**src/rtl/axi_aw_w_arbiter.sv**
```systemverilog
// AXI AW/W arbiter: round-robin AW arbitration with a registered AW stage, plus an
// order FIFO that routes W bursts in AW-issue order. Define AXI_ARB_FIXED_PRIO_EN for fixed priority.
module axi_aw_w_arbiter #(
  parameter int NUM_MASTERS = 4,
  parameter int ADDR_WIDTH  = 32,
  parameter int DATA_WIDTH  = 32,
  parameter int FIFO_DEPTH  = 4
) (
  input  logic                            aclk,
  input  logic                            aresetn,
  input  logic [NUM_MASTERS*ADDR_WIDTH-1:0] s_awaddr,
  input  logic [NUM_MASTERS*8-1:0]          s_awlen,
  input  logic [NUM_MASTERS*3-1:0]          s_awburst,
  input  logic [NUM_MASTERS*3-1:0]          s_awprot,
  input  logic [NUM_MASTERS-1:0]            s_awvalid,
  output logic [NUM_MASTERS-1:0]            s_awready,
  output logic [ADDR_WIDTH-1:0]             m_awaddr,
  output logic [7:0]                        m_awlen,
  output logic [2:0]                        m_awburst,
  output logic [2:0]                        m_awprot,
  output logic                              m_awvalid,
  input  logic                              m_awready,
  input  logic [NUM_MASTERS*DATA_WIDTH-1:0] s_wdata,
  input  logic [NUM_MASTERS-1:0]            s_wlast,
  input  logic [NUM_MASTERS-1:0]            s_wvalid,
  output logic [NUM_MASTERS-1:0]            s_wready,
  output logic [DATA_WIDTH-1:0]             m_wdata,
  output logic                              m_wlast,
  output logic                              m_wvalid,
  input  logic                              m_wready
);

  localparam int IDX_W = $clog2(NUM_MASTERS);
  localparam int PTR_W = $clog2(FIFO_DEPTH);
  localparam int CNT_W = PTR_W + 1;

  typedef enum logic {
    IDLE = 1'b0,
    FULL = 1'b1
  } aw_state_t;

  aw_state_t        state;
  aw_state_t        state_nxt;
  logic [IDX_W-1:0] fifo_mem [FIFO_DEPTH];
  logic [PTR_W-1:0] rd_ptr;
  logic [PTR_W-1:0] wr_ptr;
  logic [CNT_W-1:0] count;
  logic             fifo_full;
  logic             fifo_empty;
  logic [IDX_W-1:0] winner;
  logic [IDX_W-1:0] head;
  logic             aw_accept;
  logic             w_pop;

  assign fifo_full  = (count == CNT_W'(FIFO_DEPTH));
  assign fifo_empty = (count == {CNT_W{1'b0}});
  assign head       = fifo_mem[rd_ptr];

`ifdef AXI_ARB_FIXED_PRIO_EN
  // Winner selection: lowest asserted index
  always_comb begin
    winner = {IDX_W{1'b0}};
    for (int i = NUM_MASTERS - 1; i >= 0; i--) begin
      winner = s_awvalid[i] ? IDX_W'(i) : winner;
    end
  end
`else
  localparam int SUM_W = IDX_W + 1;

  logic [IDX_W-1:0] rr_ptr;
  logic [SUM_W-1:0] cand;
  logic             found;

  // Winner selection: first asserted index at or above rr_ptr, wrapping
  always_comb begin
    winner = {IDX_W{1'b0}};
    found  = 1'b0;
    cand   = {SUM_W{1'b0}};
    for (int i = 0; i < NUM_MASTERS; i++) begin
      cand   = {1'b0, rr_ptr} + SUM_W'(i);
      cand   = (cand >= SUM_W'(NUM_MASTERS)) ? (cand - SUM_W'(NUM_MASTERS)) : cand;
      winner = (!found && s_awvalid[cand[IDX_W-1:0]]) ? cand[IDX_W-1:0] : winner;
      found  = found | s_awvalid[cand[IDX_W-1:0]];
    end
  end

  // Round-robin pointer: start just past the last winner
  always_ff @(posedge aclk or negedge aresetn) begin
    if (!aresetn) begin
      rr_ptr <= {IDX_W{1'b0}};
    end else if (aw_accept) begin
      rr_ptr <= (winner == IDX_W'(NUM_MASTERS - 1)) ? {IDX_W{1'b0}} : (winner + IDX_W'(1));
    end
  end
`endif

  // Reset gates the accept so no ready leaks out while aresetn is low
  assign aw_accept = aresetn && ((state == IDLE) || ((state == FULL) && m_awready)) &&
                     (|s_awvalid) && !fifo_full;
  assign w_pop     = m_wvalid && m_wready && m_wlast;
  assign m_awvalid = (state == FULL);

  // AW handshake back to the winning master
  always_comb begin
    s_awready         = {NUM_MASTERS{1'b0}};
    s_awready[winner] = aw_accept;
  end

  // AW FSM next-state
  always_comb begin
    state_nxt = state;
    case (state)
      IDLE:    state_nxt = aw_accept ? FULL : IDLE;
      FULL:    state_nxt = (aw_accept || !m_awready) ? FULL : IDLE;
      default: state_nxt = IDLE;
    endcase
  end

  // AW FSM state register
  always_ff @(posedge aclk or negedge aresetn) begin
    if (!aresetn) begin
      state <= IDLE;
    end else begin
      state <= state_nxt;
    end
  end

  // AW output payload register
  always_ff @(posedge aclk or negedge aresetn) begin
    if (!aresetn) begin
      m_awaddr  <= {ADDR_WIDTH{1'b0}};
      m_awlen   <= 8'd0;
      m_awburst <= 3'd0;
      m_awprot  <= 3'd0;
    end else if (aw_accept) begin
      m_awaddr  <= s_awaddr[winner*ADDR_WIDTH +: ADDR_WIDTH];
      m_awlen   <= s_awlen[winner*8 +: 8];
      m_awburst <= s_awburst[winner*3 +: 3];
      m_awprot  <= s_awprot[winner*3 +: 3];
    end
  end

  // Order FIFO storage; contents are only read when count is non-zero
  always_ff @(posedge aclk) begin
    if (aw_accept) begin
      fifo_mem[wr_ptr] <= winner;
    end
  end

  // Order FIFO pointers and occupancy
  always_ff @(posedge aclk or negedge aresetn) begin
    if (!aresetn) begin
      wr_ptr <= {PTR_W{1'b0}};
      rd_ptr <= {PTR_W{1'b0}};
      count  <= {CNT_W{1'b0}};
    end else begin
      if (aw_accept) begin
        wr_ptr <= wr_ptr + PTR_W'(1);
      end
      if (w_pop) begin
        rd_ptr <= rd_ptr + PTR_W'(1);
      end
      count <= count + CNT_W'(aw_accept) - CNT_W'(w_pop);
    end
  end

  // W routing from the FIFO head; non-head masters stall
  always_comb begin
    s_wready       = {NUM_MASTERS{1'b0}};
    m_wvalid       = !fifo_empty && s_wvalid[head];
    m_wdata        = s_wdata[head*DATA_WIDTH +: DATA_WIDTH];
    m_wlast        = s_wlast[head];
    s_wready[head] = !fifo_empty && m_wready;
  end

endmodule

```
**config.mk**
```make
export PLATFORM = sky130hd
export DESIGN_NAME = axi_aw_w_arbiter
export DESIGN_NICKNAME = d
export VERILOG_FILES = /design/src/rtl/axi_aw_w_arbiter.sv
export SDC_FILE = /design/constraint.sdc
export NUM_CORES = 1
export LEC_CHECK = 0
export BUFFER_PORTS_ARGS = -buffer_cell sky130_fd_sc_hd__buf_4
export CORE_AREA = 2 2 163 165
export CTS_BUF_LIST = sky130_fd_sc_hd__clkbuf_4
export DETAILED_ROUTE_END_ITERATION = 12
export DIE_AREA = 0 0 165 167
export PLACE_DENSITY = 0.48
export SYNTH_ARGS = -nofsm -noshare
export SYNTH_HDL_FRONTEND = slang
export SYNTH_SLANG_ARGS = --single-unit
```
**constraint.sdc**
```tcl
create_clock -name aclk -period 2.85 [get_ports aclk]
set_input_delay 0 -clock aclk [delete_from_list [all_inputs] [get_ports aclk]]
set_output_delay 0 -clock aclk [all_outputs]
set_load 0.01 [all_outputs]
```
==> impl_metrics.toml, run 1 <==
[synthesis]
synth_top_cell_by_area = "dfrtp_1"
ys_warn_count = 0
synth_seq_area_share = 0.351
syn_nets = 740
synth_cells = 401
avgSynthCellArea_sq_um = 11.7
synth_top_area_frac = 0.300
synth.distinct_cells = 34
synth-seq-cells = 64
netlist_area_sq_um = 4670
synth_area_leaders = "dfrtp_1, mux2i_1, mux4_2, o221ai_1, edfxtp_1"

[hold_path]
hp-class = "input port to flop"

[sta]
timing.hold.ws_ns = 0.245
maxSlewHeadroom = 0.448
setup_tns_ns = 0
drv_slew = 0
setup_viol = 0
fmax_mhz = 358
timing_hold_violations_final = 0
rsz0062_at_grt = "true"
worst_clock_skew_ns = 0.0259
period_share = 0.980
setup_ws_ns = 0.0569
finalCriticalPeriod_ns = 2.79
tightest_slew_ns = 0.828

[pwr]
p_total_uw = 7430
p_leak_uw = 0.00490
p_sw_uw = 2940
ir_drop_uv = 379
swShare = 0.395
pwr-share-comb = 0.707
power_frac_clock = 0.076
p_int_uw = 4490
power_density_nw_per_um2 = 730
p_seq_frac = 0.218

[clocking]
h-tree-depth = 3
worstSkewPairLatency_ns = 0.44
numCtsBuffers = 9
clkSinkCount = 64
cts_tree = "yes"
path_clk_slew_ns = 0.11
root_buffer = "clkbuf_4"
clockBufferDepth = 2

[grt]
grt_max_degree = 57
grt_pass1_wl_um = 36000
antenna_found_initial = 9
first_global_vias = 6532
grtUsageTotal = 0.175
global_route.overflow_total = 0

[floorplanning]
coreArea_sq_um = 25800
io_pins = 417
start_util = 0.181
core.rowCount = 59
die-area_sq_um = 27600
fp.dieH_um = 167
die_width_um = 165

[drt]
avgRoutedWirePerCell_um = 18.6
vias_per_cell = 4.46
via_count = 5976
antenna_left = 0
totalWireLength_um = 24900
first_pass_iters = 5
drt_iter0_drc = 176
route.detailed.drc = 0

[placed_design]
dpl.hpwl_um = 18500
place_ws_ns = 0.0339
port_buffers = 416
place.gp.congestion = 0.893
place_inst = 1129

[critical_path]
worstPathArrival_ns = 3.11
worstPathMaxFanout = 7
slowest_stage = "mux4_2"
crit_type = "flop to flop"
max_stage_delay_ns = 0.63
cp_common_cell = "ha_1"
critPathLaunchType = "flop"
worstPathRequired_ns = 3.17
worstSetupEndpointType = "flop"
crit_chain = "mux4_2 > mux2_2 > or3b_4 > nand2_2 > ha_1 > inv_1 > ha_1 > fa_1 > xnor2_1"

[layout]
drive_gt1_frac = 0.494
fillers = 2554
syn_to_final_growth_pct = 118
nets = 1330
instances_no_fill = 1340

[run_status]
status = "completed"

[flow_run]
maxCapViolations = 0
==> metal layers <==
metal  GRT usage  vias up  wire (um)
met3      0.0493       36       2030
met2       0.336      322      13700
met5           0        -          0
met4      0.0957        0        879
li1            -     2735          -
met1       0.163     2883       8320
==> Yosys cell counts (all sizes together) <==
cell type / count
or3b: 2
mux2: 3
edfxtp: 8
fa: 1
inv: 10
a21oi: 5
ha: 10
or4: 1
mux4: 34
nand2: 57
clkbuf: 8
and4: 1
buf: 28
xor2: 3
mux2i: 96
nand2b: 3
o21ai: 4
nor3: 2
o2bb2a: 1
xnor2: 2
a21boi: 1
o221ai: 46
and2: 8
o31a: 1
dfrtp: 56
nor2: 9
and3: 1
==> layout by cell type (no fill, tap or decap), drive strengths merged, types with 3 or more instances in the layout <==
| cell | n |
|---|---|
| a21oi | 5 |
| clkbuf | 9 |
| xor2 | 3 |
| mux2 | 3 |
| mux2i | 96 |
| o21ai | 4 |
| nor2 | 9 |
| clkinv | 6 |
| and2 | 8 |
| diode | 9 |
| o221ai | 46 |
| ha | 10 |
| edfxtp | 8 |
| nand2b | 3 |
| dfrtp | 56 |
| mux4 | 34 |
| buf | 435 |
| dlygate4sd3 | 180 |
| nand2 | 57 |
| inv | 10 |
==> area by class of cell <==
type | count | area, sq um | share of cell area
timing repair buffer | 615 | 5130 | 0.504
multi-input combinational | 291 | 2820 | 0.277
sequential | 64 | 1640 | 0.161
tap | 335 | 419 | 0.0412
clock buffer | 9 | 67.6 | 0.00664
clock inverter | 7 | 38.8 | 0.00381
inverter | 10 | 37.5 | 0.00369
antenna | 9 | 22.5 | 0.00221
==> logic make-up (layout without fill, tap and decap cells) <==
group	Yosys count	count (layout)	share of synthesized area
DFF	64	64	0.351
xor gates and xnor gates	5	5	0.00938
and+or+nand+nor	84	84	0.0790
muxes	133	133	0.378
AOI/OAI and AO/OA	58	58	0.102
other	0	9	0
adders and majority gates	11	11	0.0311
buffers and inverters	46	641	0.0485
==> path summary, 6_finish.rpt <==
kind / from / to / slack, ns / cells past startpoint
hold / removal: s_awvalid[0] / fifo_mem[2][0] / 0.24 / 4
setup reg to reg: rd_ptr[0] / count[2] / 0.06 / 9
min in group asynchronous: aresetn / m_awvalid / 0.39 / 3
hold reg to reg: m_awaddr[9] / m_awaddr[9] / 0.50 / 2
setup / recovery: rd_ptr[0] / count[2] / 0.06 / 9
max in group asynchronous: aresetn / m_awaddr[18] / 1.92 / 3
==> timing repair <==
item | 4_1_cts | 5_1_grt
hold buffers | 180 | 0
resized for setup | 0 | 3
endpoints found under the hold margin | 103 | 0
setup buffers | 0 | 6
endpoints found under the setup margin | 0 | 9
==> power by group through the flow <==
stage | logic (uW) | registers, uW | clock network [uW]
after floorplan | 2510 | 1730 | 0
after global placement | 4670 | 1620 | 0
after detailed placement | 4660 | 1620 | 0
after CTS | 5210 | 1620 | 606
after global routing | 5680 | 1670 | 637
final | 5250 | 1620 | 562
==> state kept, by name, summed over array words and instances (netlist names), 3 cells and up <==
signal / count
count: 3
fifo_mem: 8
m_awaddr: 32
m_awburst: 3
m_awlen: 8
m_awprot: 3
==> worst max-delay path, delay by kind of cell (launching register included) <==
family	cells	cell delay, ns
xor+xnor	1	0.13
fa+ha+maj	3	0.82
buf+inv	1	0.04
flops	1	0.41
mux	2	0.96
simple gates	2	0.32
==> per-stage QoR <==
step	utilization	cell area, sq um
after global placement	0.318	8190
after detailed placement	0.318	8190
final	0.395	10200
after global routing	0.395	10200
after floorplan	-	4670
after CTS	0.392	10100
Power figures use the tool's default switching activity.
==> inputs of run 2 (changes only) <==
--- a/config.mk
+++ b/config.mk
@@ -8,7 +8,9 @@
 export BUFFER_PORTS_ARGS = -buffer_cell sky130_fd_sc_hd__buf_4
-export CORE_AREA = 2 2 163 165
+export CELL_PAD_IN_SITES_DETAIL_PLACEMENT = 1
+export CELL_PAD_IN_SITES_GLOBAL_PLACEMENT = 2
+export CORE_MARGIN = 2
+export CORE_UTILIZATION = 19
 export CTS_BUF_LIST = sky130_fd_sc_hd__clkbuf_4
 export DETAILED_ROUTE_END_ITERATION = 12
-export DIE_AREA = 0 0 165 167
-export PLACE_DENSITY = 0.48
+export PLACE_DENSITY = 0.82
 export SYNTH_ARGS = -nofsm -noshare
==> constraint.sdc (replaced) <==
create_clock -name aclk -period 2.85 [get_ports aclk]
set_input_delay 0.4275 -clock aclk [delete_from_list [all_inputs] [get_ports aclk]]
set_output_delay 0.4275 -clock aclk [all_outputs]
set_load 0.01 [all_outputs]
==> impl_metrics.toml, run 2 (synthesized netlist as in run 1, its figures left out) <==
[clocking]
path_clk_slew_ns = 0.12
h-tree-depth = 3
clkSinkCount = 64
cts_tree = "yes"
clockBufferDepth = 2
worstSkewPairLatency_ns = 0.44
numCtsBuffers = 9
root_buffer = "clkbuf_4"

[critical_path]
slowest_stage = "mux4_2"
crit_chain = "mux4_2 > buf_6 > mux2_4 > or3b_4 > nand2_4 > ha_4 > inv_2 > ha_4 > fa_2 > xnor2_2"
max_stage_delay_ns = 0.59
critPathLaunchType = "flop"
crit_cells = 10
worstPathMaxFanout = 4
worstSetupStartpoint = "rd_ptr[0]"
reg2reg_to = "count[2]"
reg2reg_depth = 10
r2r-start = "rd_ptr[0]"
worstPathArrival_ns = 3.19
cp_common_cell = "ha_4"
cp_top_family = "multiplexers"
r2r_slack_ns = -0.02
critPathBufInv = 2
crit_type = "flop to flop"
worstSetupEndpointType = "flop"
timing.critical_path.to = "count[2]"
worstPathRequired_ns = 3.17

[drt]
top_layer = "met5"
first_pass_iters = 4
vias_per_cell = 4.54
wl_met3_um = 1980
totalWireLength_um = 26800
via_count = 5253
drt_iter0_drc = 196
antenna_left = 0
met1_length_um = 8770
met2_length_um = 14600
route.detailed.drc = 0
avgRoutedWirePerCell_um = 23.1

[grt]
global_route.overflow_total = 0
grtUsageTotal = 0.200
grt_max_degree = 49
grt_pass1_wl_um = 37400
first_global_vias = 5802
antenna_found_initial = 10

[run_status]
status = "finished with violations"
violations = "negative setup slack"

[sta]
fmax_mhz = 349
timing_hold_violations_final = 0
tightest_slew_ns = 0.625
maxSlewHeadroom = 0.583
rsz0062_at_grt = "true"
timing.hold.ws_ns = 0.295
worst_clock_skew_ns = 0.0132
drv_slew = 0
period_share = 1.01
finalCriticalPeriod_ns = 2.87
setup_ws_ns = -0.0188
setup_viol = 1

[pwr]
power_density_nw_per_um2 = 860
ir_drop_uv = 429
p_leak_uw = 0.00424

[hold_path]
hold_depth = 3
hp-class = "input port to flop"

[layout]
largest-register = "m_awaddr"
fillers = 2775
reg.largest.list = "m_awaddr (32), fifo_mem (8), m_awlen (8)"
instances_no_fill = 1158
largest_reg_flops = 32
fin_area_sq_um = 8600
multiInputGateArea_sq_um = 2870
most-common-layout-cells = "buf_4, mux2i_1, dfrtp_1"
regArea_sq_um = 1640
syn_to_final_growth_pct = 84.2
nets = 1158
final_common_cell = "buf_4"
drive_gt1_frac = 0.618
fin_util = 0.355

[floorplanning]
core.rowCount = 57
coreArea_sq_um = 24200
io_pins = 417
die_width_um = 161
start_util = 0.193
die-area_sq_um = 25900
fp.dieH_um = 161

[placed_design]
port_buffers = 416
place.gp.congestion = 0.951
place_area_sq_um = 8200
dpl.hpwl_um = 21700
place_ws_ns = -0.000750
place_inst = 1122

[flow_run]
maxCapViolations = 0
run 2: changes by cell type in the layout (fill, tap and decap cells not counted), sizes merged:
cell	delta
bufinv	+2
clkbuf	+5
clkinvlp	-1
buf	+5
clkinv	-4
dlygate4sd3	-179
diode	+1
run 2: repair_timing:
item | 4_1_cts | 5_1_grt
hold buffers | 1 | 0
gates resized for setup | 8 | 16
setup endpoints to repair | 33 | 35
cloned | 1 | 2
buffers inserted | 1 | 5
pin swaps | 0 | 4
hold endpoints to repair | 21 | 0
run 2: final cells by class:
class | instances | area share
diodes | 10 | 0.00291
flip-flops and latches | 64 | 0.191
well taps | 324 | 0.0471
clock buffers | 12 | 0.0105
inverters | 10 | 0.00436
multi-input cells | 291 | 0.333
repair buffers | 443 | 0.403
clock inverters | 4 | 0.00800
run 2: report_power, final:
| part | switching (uW) | internal, uW |
|---|---|---|
| combinational | 2290 | 2730 |
| sequential | 274 | 1350 |
| clock | 374 | 382 |
run 2: worst min-delay path: stages:
cell	delay, ns
buf_4	0.08
nand2b_1	0.13
nand2_1	0.06
run 2: layer usage:
layer | up-vias | global-route usage
li1 | 2391 | -
met1 | 2530 | 0.188
met2 | 285 | 0.380
met3 | 45 | 0.0628
met4 | 2 | 0.117
met5 | - | 0
run 2: how the worst min path moves through the flow:
| stage | from | end | slack (ns) |
|---|---|---|---|
| after floorplan | aresetn | count[0] | 0.13 |
| after global placement | m_awaddr[21] | m_awaddr[21] | 0.47 |
| after detailed placement | m_awaddr[23] | m_awaddr[23] | 0.48 |
| after CTS | m_awready | m_awvalid | 0.23 |
| after global routing | m_awready | m_awvalid | 0.25 |
| final | m_awready | m_awvalid | 0.30 |
run 2: metrics by stage:
step | setup TNS [ns] | power [uW]
2_1_floorplan | 0 | 4240
3_3_place_gp | 0 | 6220
3_5_place_dp | -0.000750 | 6270
4_1_cts | -0.0612 | 7210
5_1_grt | -0.587 | 7900
6_report | -0.0188 | 7400
